--- config.mk ---
export PLATFORM = sky130hd
export DESIGN_NAME = cpa_serial
export DESIGN_NICKNAME = d
export VERILOG_FILES = /design/src/rtl/cpa_serial_pkg.sv /design/src/rtl/cpa_slice.sv /design/src/rtl/cpa_serial.sv
export SDC_FILE = /design/constraint.sdc
export NUM_CORES = 1
export LEC_CHECK = 0
export ABC_AREA = 1
export BUFFER_PORTS_ARGS = -buffer_cell sky130_fd_sc_hd__buf_2
export CAP_MARGIN = 20
export CORE_UTILIZATION = 43
export CTS_CLUSTER_DIAMETER = 40
export DETAILED_ROUTE_END_ITERATION = 8
export PLACE_DENSITY_LB_ADDON = 0.1
export RECOVER_POWER = 50
export SYNTH_ARGS = -nofsm -noshare
export SYNTH_HDL_FRONTEND = slang
export SYNTH_SLANG_ARGS = --single-unit
--- constraint.sdc ---
create_clock -name clk -period 4.9 [get_ports clk]
set_input_delay 0.98 -clock clk [delete_from_list [all_inputs] [get_ports clk]]
set_output_delay 0.98 -clock clk [all_outputs]
set_load 0.01 [all_outputs]
--- src/rtl/cpa_serial_pkg.sv ---
`timescale 1ns/1ps
// cpa_serial_pkg
// Shared definitions for the serial carry-propagate adder: default operand
// width, slice width, derived slice count and product width, and the
// controller state encoding.
package cpa_serial_pkg;

  localparam int CPA_WIDTH      = 19;
  localparam int CPA_SLICE_W    = 5;
  localparam int CPA_NUM_SLICES = (CPA_WIDTH + CPA_SLICE_W - 1) / CPA_SLICE_W;
  localparam int CPA_PROD_W     = CPA_NUM_SLICES * CPA_SLICE_W;

  typedef enum logic [1:0] {
    IDLE = 2'd0,
    ADD  = 2'd1,
    DONE = 2'd2
  } cpa_state_e;

endpackage : cpa_serial_pkg

--- src/rtl/cpa_slice.sv ---
`timescale 1ns/1ps
// cpa_slice
// Combinational SLICE_W-bit ripple adder with carry-in and carry-out. One
// instance is time-shared across all slices of the serial adder.
// Ports:
//   a, b  - slice operands
//   cin   - carry from the previous slice
//   sum   - slice sum
//   cout  - carry into the next slice
module cpa_slice #(
  parameter int SLICE_W = 5
) (
  input  logic [SLICE_W-1:0] a,
  input  logic [SLICE_W-1:0] b,
  input  logic               cin,
  output logic [SLICE_W-1:0] sum,
  output logic               cout
);

  logic [SLICE_W:0] total_s;

  // Widen by one bit so the carry-out falls out of the top of the sum.
  always_comb begin
    total_s = {1'b0, a} + {1'b0, b} + {{SLICE_W{1'b0}}, cin};
    sum     = total_s[SLICE_W-1:0];
    cout    = total_s[SLICE_W];
  end

endmodule : cpa_slice

--- src/rtl/cpa_serial.sv ---
`timescale 1ns/1ps
// cpa_serial
// Serial carry-propagate adder that resolves the two carry-save rows of a
// multiplier compressor into a binary product, SLICE_W bits per cycle.
// Ports:
//   clk, rst            - clock (rising edge) and async active-high reset
//   in_valid / in_ready - operand handshake (accepted only in IDLE)
//   row0, row1          - carry-save rows, bit i = column i
//   out_valid/out_ready - result handshake (result presented in DONE)
//   product             - resolved row0+row1, zero-extended to whole slices
//   busy                - high while an operation is in ADD or DONE
module cpa_serial
  import cpa_serial_pkg::*;
#(
  parameter  int WIDTH      = CPA_WIDTH,
  parameter  int SLICE_W    = CPA_SLICE_W,
  localparam int NUM_SLICES = (WIDTH + SLICE_W - 1) / SLICE_W
) (
  input  logic                          clk,
  input  logic                          rst,
  input  logic                          in_valid,
  output logic                          in_ready,
  input  logic [WIDTH-1:0]              row0,
  input  logic [WIDTH-1:0]              row1,
  output logic                          out_valid,
  input  logic                          out_ready,
  output logic [NUM_SLICES*SLICE_W-1:0] product,
  output logic                          busy
);

  localparam int PROD_W = NUM_SLICES * SLICE_W;
  localparam int IDX_W  = (NUM_SLICES > 1) ? $clog2(NUM_SLICES) : 1;

  cpa_state_e          state_q, state_d;
  logic [IDX_W-1:0]    idx_q, idx_d;
  logic                carry_q, carry_d;
  logic [PROD_W-1:0]   row0_q, row0_d;
  logic [PROD_W-1:0]   row1_q, row1_d;
  logic [PROD_W-1:0]   product_q, product_d;

  logic [SLICE_W-1:0]  slice_a;
  logic [SLICE_W-1:0]  slice_b;
  logic [SLICE_W-1:0]  slice_sum;
  logic                slice_cout;
  logic                last_slice;

  // Select the operand slices addressed by the current slice index.
  always_comb begin
    slice_a = {SLICE_W{1'b0}};
    slice_b = {SLICE_W{1'b0}};
    for (int k = 0; k < NUM_SLICES; k++) begin
      if (idx_q == IDX_W'(k)) begin
        slice_a = row0_q[k*SLICE_W +: SLICE_W];
        slice_b = row1_q[k*SLICE_W +: SLICE_W];
      end else begin
        slice_a = slice_a;
        slice_b = slice_b;
      end
    end
  end

  cpa_slice #(
    .SLICE_W (SLICE_W)
  ) u_slice (
    .a    (slice_a),
    .b    (slice_b),
    .cin  (carry_q),
    .sum  (slice_sum),
    .cout (slice_cout)
  );

  assign last_slice = (idx_q == IDX_W'(NUM_SLICES - 1));

  // Controller next state: latch operands, step through slices, hold result.
  always_comb begin
    state_d   = state_q;
    idx_d     = idx_q;
    carry_d   = carry_q;
    row0_d    = row0_q;
    row1_d    = row1_q;
    product_d = product_q;

    case (state_q)
      IDLE: begin
        if (in_valid) begin
          row0_d  = PROD_W'(row0);
          row1_d  = PROD_W'(row1);
          idx_d   = {IDX_W{1'b0}};
          carry_d = 1'b0;
          state_d = ADD;
        end else begin
          state_d = IDLE;
        end
      end

      ADD: begin
        // Only the current slice of product is written; higher slices keep
        // whatever the previous result left there until their turn.
        for (int k = 0; k < NUM_SLICES; k++) begin
          if (idx_q == IDX_W'(k)) begin
            product_d[k*SLICE_W +: SLICE_W] = slice_sum;
          end else begin
            product_d[k*SLICE_W +: SLICE_W] = product_d[k*SLICE_W +: SLICE_W];
          end
        end
        // The carry-out of the top slice is dropped; it is zero for rows
        // produced by a valid multiplier compressor.
        carry_d = slice_cout;
        if (last_slice) begin
          idx_d   = {IDX_W{1'b0}};
          state_d = DONE;
        end else begin
          idx_d   = idx_q + IDX_W'(1);
          state_d = ADD;
        end
      end

      DONE: begin
        if (out_ready) begin
          state_d = IDLE;
        end else begin
          state_d = DONE;
        end
      end

      default: begin
        state_d = IDLE;
        idx_d   = {IDX_W{1'b0}};
        carry_d = 1'b0;
      end
    endcase
  end

  // State and datapath registers with asynchronous clear.
  always_ff @(posedge clk or posedge rst) begin
    if (rst) begin
      state_q   <= IDLE;
      idx_q     <= {IDX_W{1'b0}};
      carry_q   <= 1'b0;
      row0_q    <= {PROD_W{1'b0}};
      row1_q    <= {PROD_W{1'b0}};
      product_q <= {PROD_W{1'b0}};
    end else begin
      state_q   <= state_d;
      idx_q     <= idx_d;
      carry_q   <= carry_d;
      row0_q    <= row0_d;
      row1_q    <= row1_d;
      product_q <= product_d;
    end
  end

  assign in_ready  = (state_q == IDLE);
  assign out_valid = (state_q == DONE);
  assign busy      = (state_q == ADD) || (state_q == DONE);
  assign product   = product_q;

endmodule : cpa_serial

=== After elaboration in Yosys (flattened, before gate mapping) ===
Index checks and enable logic that the tools add are counted.

* Latch bits: 0
* Output and inout bits: 23
* Memory bits (read-only): 0
* Bits in writable memories: 0
* Memories: 0
* Flip-flop bits (word level): 63

* Muxes and demuxes: 17
* $lt $le $gt $ge: 0
* Div/mod/pow operators: 0
* Reductions and logical operators: 9
* Bitwise gates (word level): 1
* $mul: 0
* Equal/unequal tests: 6
* Shift operators: 0
* Add/sub/neg operators: 3

{| class="wikitable"
|+ Operators by type and width
! operator !! number
|-
| 2-to-1 mux 5 bit || 8
|-
| case mux 2 bit (3 select lines) || 2
|-
| AND reduction 2 bit || 6
|-
| 2-to-1 mux 2 bit || 4
|-
| adder 5 x 5 -> 6 bit || 1
|-
| adder 6 x 1 -> 6 bit || 1
|-
| equality test 2 bit (second input constant) || 3
|-
| equality test 2 x 1 -> 1 bit (second input constant) || 2
|-
| zero test 2 bit || 2
|-
| case mux 1 bit (3 select lines) || 1
|-
| adder 2 x 1 -> 2 bit (second input constant) || 1
|-
| 2-to-1 mux 1 bit || 2
|-
| != test 2 bit (second input constant) || 1
|-
| logical OR 1 bit || 1
|-
| inverter 1 bit || 1
|}

=== Longest topological paths before layout ===
Gate-level depths: netlist (run 1).

* Depth in word-level cells: 8
* Mapped depth: 16

=== By module ===
A second synthesis (run 1) with hierarchy kept.

* Cell total of the unflattened synthesis: 389
* Area, all modules: 3248.1 µm²

{| class="wikitable"
|+ By module, submodules not included
! module !! sequential area each (µm²) !! area each (µm²) !! cells each !! instances
|-
| cpa_serial || 1576.5 || 3012.9 || 349 || 1
|-
| cpa_slice || 0.0 || 235.2 || 40 || 1
|}

=== Worst setup path after synthesis (run 1) ===
Ideal clock, no wire load.

* Path type: flip-flop to flip-flop
* Start: reg idx_q[1]
* End: reg product_q[14], in the netlist product[14]
* Path slack: 2.385 ns
* Path buffers: 1
* Cell stages (with the launch flop): 16
* Arrival: 2.397 ns
* Required time: 4.782 ns
* Setup time: 0.118 ns
* Clock period less this slack: 2.515 ns
* Cells stage by stage: dfrtp_1 inv_1 ha_1 buf_4 o21ai_0 nand2_1 nand2_1 o21ai_0 fa_1 fa_1 inv_1 nand3_1 nand2_1 nand2_1 nand3_1 nand2_1

* Word-level cells in the longest chain between the ends: 7

{| class="wikitable"
|+ Ends and longest elaborated chain
! what !! RTL line !! text
|-
| start, declared || cpa_serial.sv:35 || <nowiki>logic [IDX_W-1:0] idx_q, idx_d;</nowiki>
|-
| start signal, assigned || cpa_serial.sv:138 || <nowiki>idx_q <= {IDX_W{1'b0}};</nowiki>
|-
| start signal, assigned || cpa_serial.sv:145 || <nowiki>idx_q <= idx_d;</nowiki>
|-
| zero test 2 bit || cpa_serial.sv:52 || <nowiki>if (idx_q == IDX_W'(k)) begin</nowiki>
|-
| 2-to-1 mux 5 bit (4 in series) || cpa_serial.sv:52 ||
|-
| adder 5 x 5 -> 6 bit || cpa_slice.sv:24 || <nowiki>total_s = {1'b0, a} + {1'b0, b} + {{SLICE_W{1'b0}}, cin};</nowiki>
|-
| adder 6 x 1 -> 6 bit || cpa_slice.sv:24 ||
|-
| end signal, assigned || cpa_serial.sv:142 || <nowiki>product_q <= {PROD_W{1'b0}};</nowiki>
|-
| end signal, assigned || cpa_serial.sv:149 || <nowiki>product_q <= product_d;</nowiki>
|-
| end, declared || cpa_serial.sv:39 || <nowiki>logic [PROD_W-1:0] product_q, product_d;</nowiki>
|}

Several ways; a longest one is shown, not always the timed one.
A chain may end at the register's enable or synchronous reset.

=== Worst setup path after layout (run 1) ===
* Start: reg idx_q[1]
* End: reg product_q[9], in the netlist product[9]

Same word-level chain as after synthesis.

==> out/metrics.cfg, run 1 <==
[outcome]
status=complete, but fails checks
violations=capacitance limit, slew limit

[synthesis]
syn-num-nets=359
synth_most_common_cell=nand2_1
synth_area_um2=3030
yosysUniqueCellTypes=22
synth_edf_count=0
synth_top_area_cell=dfrtp_1
synth_cells=303
synth.area.top_cells=dfrtp_1 (52%), mux2_2 (12%), nand2_1 (10%)
async_reset_ff_share_pct=100
syn_avg_cell_area_um2=9.98
synthFlopType=dfrtp_1
synth_warnings=0
ys_ff_latch=63
yosysSeqAreaShare_pct=52.1
synth_common_cells=nand2_1 (84), dfrtp_1 (63), mux2_2 (33), inv_1 (25), a21oi_1 (23)
synth_top_cell_area_share_pct=52.1

[cells_and_area]
antennaDiodeCount=0
drive_gt1_share_pct=29.1
syn_to_final_growth_pct=18.7
postLayoutCellArea_um2=3590
nNetsFinal=427

[drt]
vias_per_cell=4.81
first_iter_violations=106
drcViolationCount=0
routed_wl_um=6250
vias=2267
ant_nets=0
dr.pass1.iters=4
post_drt_wl_per_cell_um=13.3

[placement]
port-buffer-count=64
place.gp.congestion=0.899
dpl-instance-area_um2=3400
dp_hpwl_um=4510

[die]
start_util_pct=44.5
num_rows=30
die_h_um=85.9
dieArea_um2=7380
die_x_um=85.9
coreArea_um2=6790
ios=65

[grt]
grt_pass1_vias=2231
grt-ovfl-total=0
grt_pass1_wl_um=10800
grtUsageTotal_pct=19.1
antenna_found_initial=0
grt_max_degree=64

[power_and_ir_drop]
vdd_ir_drop_max_mv=0.411
power_density_nw_per_um2=750
power_mw=2.69
p_leak_nw=1.86

[clock_tree]
cts_max_level=3
cts_resized=0
holdBufCountCts=0
cts_setup_buffers=0
cts_tree=done
cts_buffers=9
clk_latency_ns=0.34
cts_sinks=63
root_buffer=clkbuf_8
ctsLongestPathBuffers=2
clk_pin_slew_ns=0.07

[sta]
relSlewSlack_pct=-7.64
rsz0062_at_grt=no
fin_worst_skew_ns=0.00628
fmax_mhz=348
finalSetupViolations=0
finalMaxSlewViolations=42
tightest_slew_ns=1.61
fin_crit_sh_pct=58.6
tns_ns=0
final-hold-violation-count=0
min_period_ns=2.87

[job]
cap_viol_max_count=1

[worst_setup_path]
cp_data_arrival_time_ns=3.10
cp_common_cell=nand2_1
max_stage_delay_ns=0.47
crit_slowest_cell=ha_1
endpoint_kind=flip-flop
path_cells=inv_1 > ha_1 > nand2_1 > o21ai_0 > nand2_1 > nand2_1 > o21ai_0 > fa_1 > fa_1 > inv_1 > nand3_1 > nand2_1 > nand2_1 > nand3_1 > nand2_1
cp_max_fo=13
cp.required_ns=5.13
critPathLaunchType=flip-flop
ff2ff_setup_slack_ns=2.03
path_class=reg2reg

[min_path]
hold_path.class=reg2reg

per-stage QoR:
step	hold slack (ns)	utilization, %	setup WS (ns)	cells
floorplan	0.449	-	2.35	303
global placement	0.459	50.1	2.17	456
detailed placement	0.461	50.1	2.04	456
CTS	0.479	53.0	2.02	471
global route	0.500	52.9	1.76	471
finish	0.475	52.9	2.03	471
registers in the layout (all words and copies together) (netlist names):
signal / cells
carry_q: 1
idx_q: 2
product: 20
row0_q: 19
row1_q: 19
state_q: 2
layer usage:
layer  vias up  global-route usage, %  wire, µm
met3         4                   4.72       328
met4         0                   8.18        39
li1       1130                      -         -
met2        65                   30.8      2990
met1      1068                   24.5      2900
met5         -                      0         0
placed cells by master, fill, tap and decap left out, drive strengths merged:
cell type / count
nand2: 85
dfrtp: 63
buf: 60
mux2: 36
inv: 25
a21oi: 23
o21ai: 19
clkbuf: 15
nand3: 14
ha: 12
nor2: 10
clkinv: 3
a21o: 2
fa: 2
clkinvlp: 2
o21bai: 1
xor2: 1
a22oi: 1
bufinv: 1
power by group:
part           total [mW]  internal, mW  switching (mW)
Sequential          0.931         0.779           0.152
Clock               0.445         0.245           0.199
Combinational        1.32         0.545           0.771
Total                2.69          1.57            1.12
cells by family (layout without fill, tap and decap cells):
kind of cell | Yosys count | after routing | share of synthesized area [%]
AOI/OAI and AO/OA | 46 | 46 | 7.94
xor gates and xnor gates | 1 | 1 | 0.290
adders and majority gates | 14 | 14 | 6.29
buffers and inverters | 34 | 106 | 5.54
DFF | 63 | 63 | 52.1
muxes | 36 | 36 | 13.4
and+or+nand+nor | 109 | 109 | 14.4
cell type report:
type	instances	area (µm²)
multi-input combinational	206	1280
clock buffer	10	138
sequential	63	1580
timing repair buffer	65	322
clock inverter	5	58.8
inverter	26	97.6
tap	96	120
fill	638	3200
path summary, 6_finish.rpt:
path                            start          to  cells after the start
setup / recovery             idx_q[1]  product[9]                     15
max in group asynchronous         rst  row0_q[16]                      3
min in group asynchronous         rst  product[1]                      3
setup reg to reg             idx_q[1]  product[9]                     15
hold reg to reg            product[3]  product[3]                      2
hold / removal             product[3]  product[3]                      2
critical path, delay by kind of cell, from the launching register on:
family	cells	cell delay [ns]
compound gates	2	0.20
fa+ha+maj	3	1.34
buf+inv	2	0.17
flops	1	0.41
simple gates	8	0.65
(Power assumes the default switching activity.)
==> run 2: changes to the inputs <==
==> constraint.sdc (replaced) <==
create_clock -name clk -period 2.3 [get_ports clk]
set_input_delay 0.46 -clock clk [delete_from_list [all_inputs] [get_ports clk]]
set_output_delay 0.46 -clock clk [all_outputs]
set_load 0.01 [all_outputs]
==> run 2 against run 1 <==
Net effect: the run ends with capacitance limit, slew limit, setup timing left; global-route usage hardly changed; design area is 13% higher; clock skew is 0.0028 ns higher; wire length is 4.0% higher; sequential power is 110% higher; utilization is 7.0 points higher; power grew to 2.6 times the previous value; clock power is 110% higher; register-to-register slack worse by 2.1 ns; maximum frequency is 23% higher; largest power group unchanged.
==> out/metrics.cfg, run 2 (synthesis gave the netlist of run 1 again) <==
[outcome]
status=complete, but fails checks
violations=capacitance limit, slew limit, setup timing

[drt]
ant_nets=0  ; unchanged
vias_per_cell=4.78  ; -0.63%
first_iter_violations=112  ; +5.7%
vias=2377  ; +4.9%
post_drt_wl_per_cell_um=13.1  ; -1.4%
routed_wl_um=6510  ; +4.0%
drcViolationCount=0  ; unchanged
dr.pass1.iters=4  ; unchanged

[clock_tree]
clk_latency_ns=0.34  ; about the same
clk_pin_slew_ns=0.06  ; about the same
cts_max_level=3  ; unchanged
root_buffer=clkbuf_8
cts_buffers=9  ; unchanged
cts_tree=done
cts_sinks=63  ; unchanged
ctsLongestPathBuffers=2  ; unchanged

[cells_and_area]
postLayoutCoreUtil_pct=59.9  ; +7.0 points
n_fill_cell=616  ; -3.4%
largest_register_ffs=20  ; unchanged
final_cell_mix=nand2_1 (69), dfrtp_1 (63), buf_2 (60)
antennaDiodeCount=0  ; unchanged
final_common_cell=nand2_1
syn_to_final_growth_pct=34.4
multi_input_area_um2=1510  ; +18%
nNetsFinal=452  ; +5.9%
drive_gt1_share_pct=45.6  ; +17 points
regArea_um2=1580  ; unchanged

[worst_setup_path]
cp_data_arrival_time_ns=2.57  ; -0.53 ns
path_class=reg2reg
cp_max_fo=4  ; -9
critPathLaunchType=flip-flop
endpoint_kind=flip-flop
cp.required_ns=2.53  ; -2.60 ns

[die]
ios=65  ; unchanged
dieArea_um2=7380  ; unchanged
start_util_pct=44.5  ; unchanged
die_x_um=85.9  ; unchanged
coreArea_um2=6790  ; unchanged
num_rows=30  ; unchanged
die_h_um=85.9  ; unchanged

[sta]
final-hold-violation-count=0  ; unchanged
rsz0062_at_grt=yes
fin_worst_skew_ns=0.00908  ; +0.00280 ns
final.setup.worst_slack_ns=-0.0432  ; -2.07 ns
tightest_slew_ns=1.52  ; -0.0878 ns
relSlewSlack_pct=-1.53  ; +6.1 points
min_period_ns=2.34  ; -0.527 ns
fin_crit_sh_pct=102  ; +43 points
tns_ns=-0.216  ; -0.216 ns
fmax_mhz=427  ; +23%
finalSetupViolations=8  ; +8
finalMaxSlewViolations=64  ; +52%

[grt]
grtUsageTotal_pct=19.1  ; +0.035 points
grt-ovfl-total=0  ; unchanged
grt_pass1_wl_um=10600  ; -0.97%
grt_pass1_vias=2277  ; +2.1%
grt_max_degree=64  ; unchanged
antenna_found_initial=0  ; unchanged

[power_and_ir_drop]
p_leak_nw=2.04  ; +9.7%
vdd_ir_drop_max_mv=0.773  ; +88%
power_density_nw_per_um2=1750  ; +130%

[job]
cap_viol_max_count=1  ; unchanged

[placement]
port-buffer-count=64  ; unchanged
place.gp.congestion=0.811  ; -9.8%
dp_hpwl_um=4520  ; +0.29%

[min_path]
hold_path.class=in2reg

-- run 2: cell types whose count changed in the layout (fill, tap and decap cells not counted), sizes merged --
cell and delta:
clkbuf +2, clkinvlp -2, buf +25, clkinv +1
-- run 2: layout make-up --
| cell class | count | share of cell area, % |
|---|---|---|
| inverters | 26 | 2.58 |
| repair buffers | 90 | 13.9 |
| multi-input cells | 206 | 37.1 |
| flip-flops and latches | 63 | 38.8 |
| clock inverters | 4 | 1.11 |
| clock buffers | 12 | 3.57 |
| well taps | 96 | 2.95 |
-- run 2: stage by stage --
stage	power, mW	worst slack [ns]	std cells	instance area [µm²]	hold slack, ns
6_report	7.12	-0.0432	497	4070	0.331
5_1_grt	7.70	-0.210	497	4070	0.318
4_1_cts	6.39	-0.00244	493	3880	0.188
3_5_place_dp	5.20	-0.145	471	3590	0.462
3_3_place_gp	5.14	-0.0994	471	3590	0.460
2_1_floorplan	4.14	0.00684	303	3060	0.449
-- run 2: report_power, final --
| part | switching (mW) | internal (mW) |
|---|---|---|
| Combinational | 2.21 | 2.03 |
| Clock | 0.404 | 0.525 |
| Sequential | 0.295 | 1.66 |
-- run 2: critical path, cell delays in order (launching register included) --
cell and delay (ns):
dfrtp_1 0.40, inv_2 0.13, ha_4 0.18, nand2_2 0.07
o21ai_2 0.11, nand2_1 0.07, nand2_1 0.07, o21ai_2 0.06
fa_2 0.37, fa_2 0.37, inv_2 0.07, nand3_2 0.08
nand2_2 0.10, nand2_4 0.06, nand3_1 0.07, nand2_1 0.05
-- run 2: final timing paths --
check,start,to,slack [ns],depth (start not counted)
worst min register to register,product[3],product[3],0.48,2
min in group asynchronous,rst,product[0],0.64,3
max in group asynchronous,rst,row1_q[5],0.75,3
worst min-delay path,row0[3],row0_q[3],0.33,2
worst max register to register,idx_q[0],product[4],-0.04,15
worst max-delay path,idx_q[0],product[4],-0.04,15
-- run 2: what timing repair did --
item                       4_1_cts  5_1_grt
pin swaps                        7       10
hold buffers                     0        0
gates resized for setup         14       41
setup endpoints to repair       17       17
setup buffers                    6        4
-- run 2: layer usage --
metal	global-route usage (%)	up-vias	routed length [µm]
met2	29.7	56	3100
met5	0	-	0
met1	25.6	1126	3080
li1	-	1186	-
met3	5.77	9	239
met4	6.82	0	83
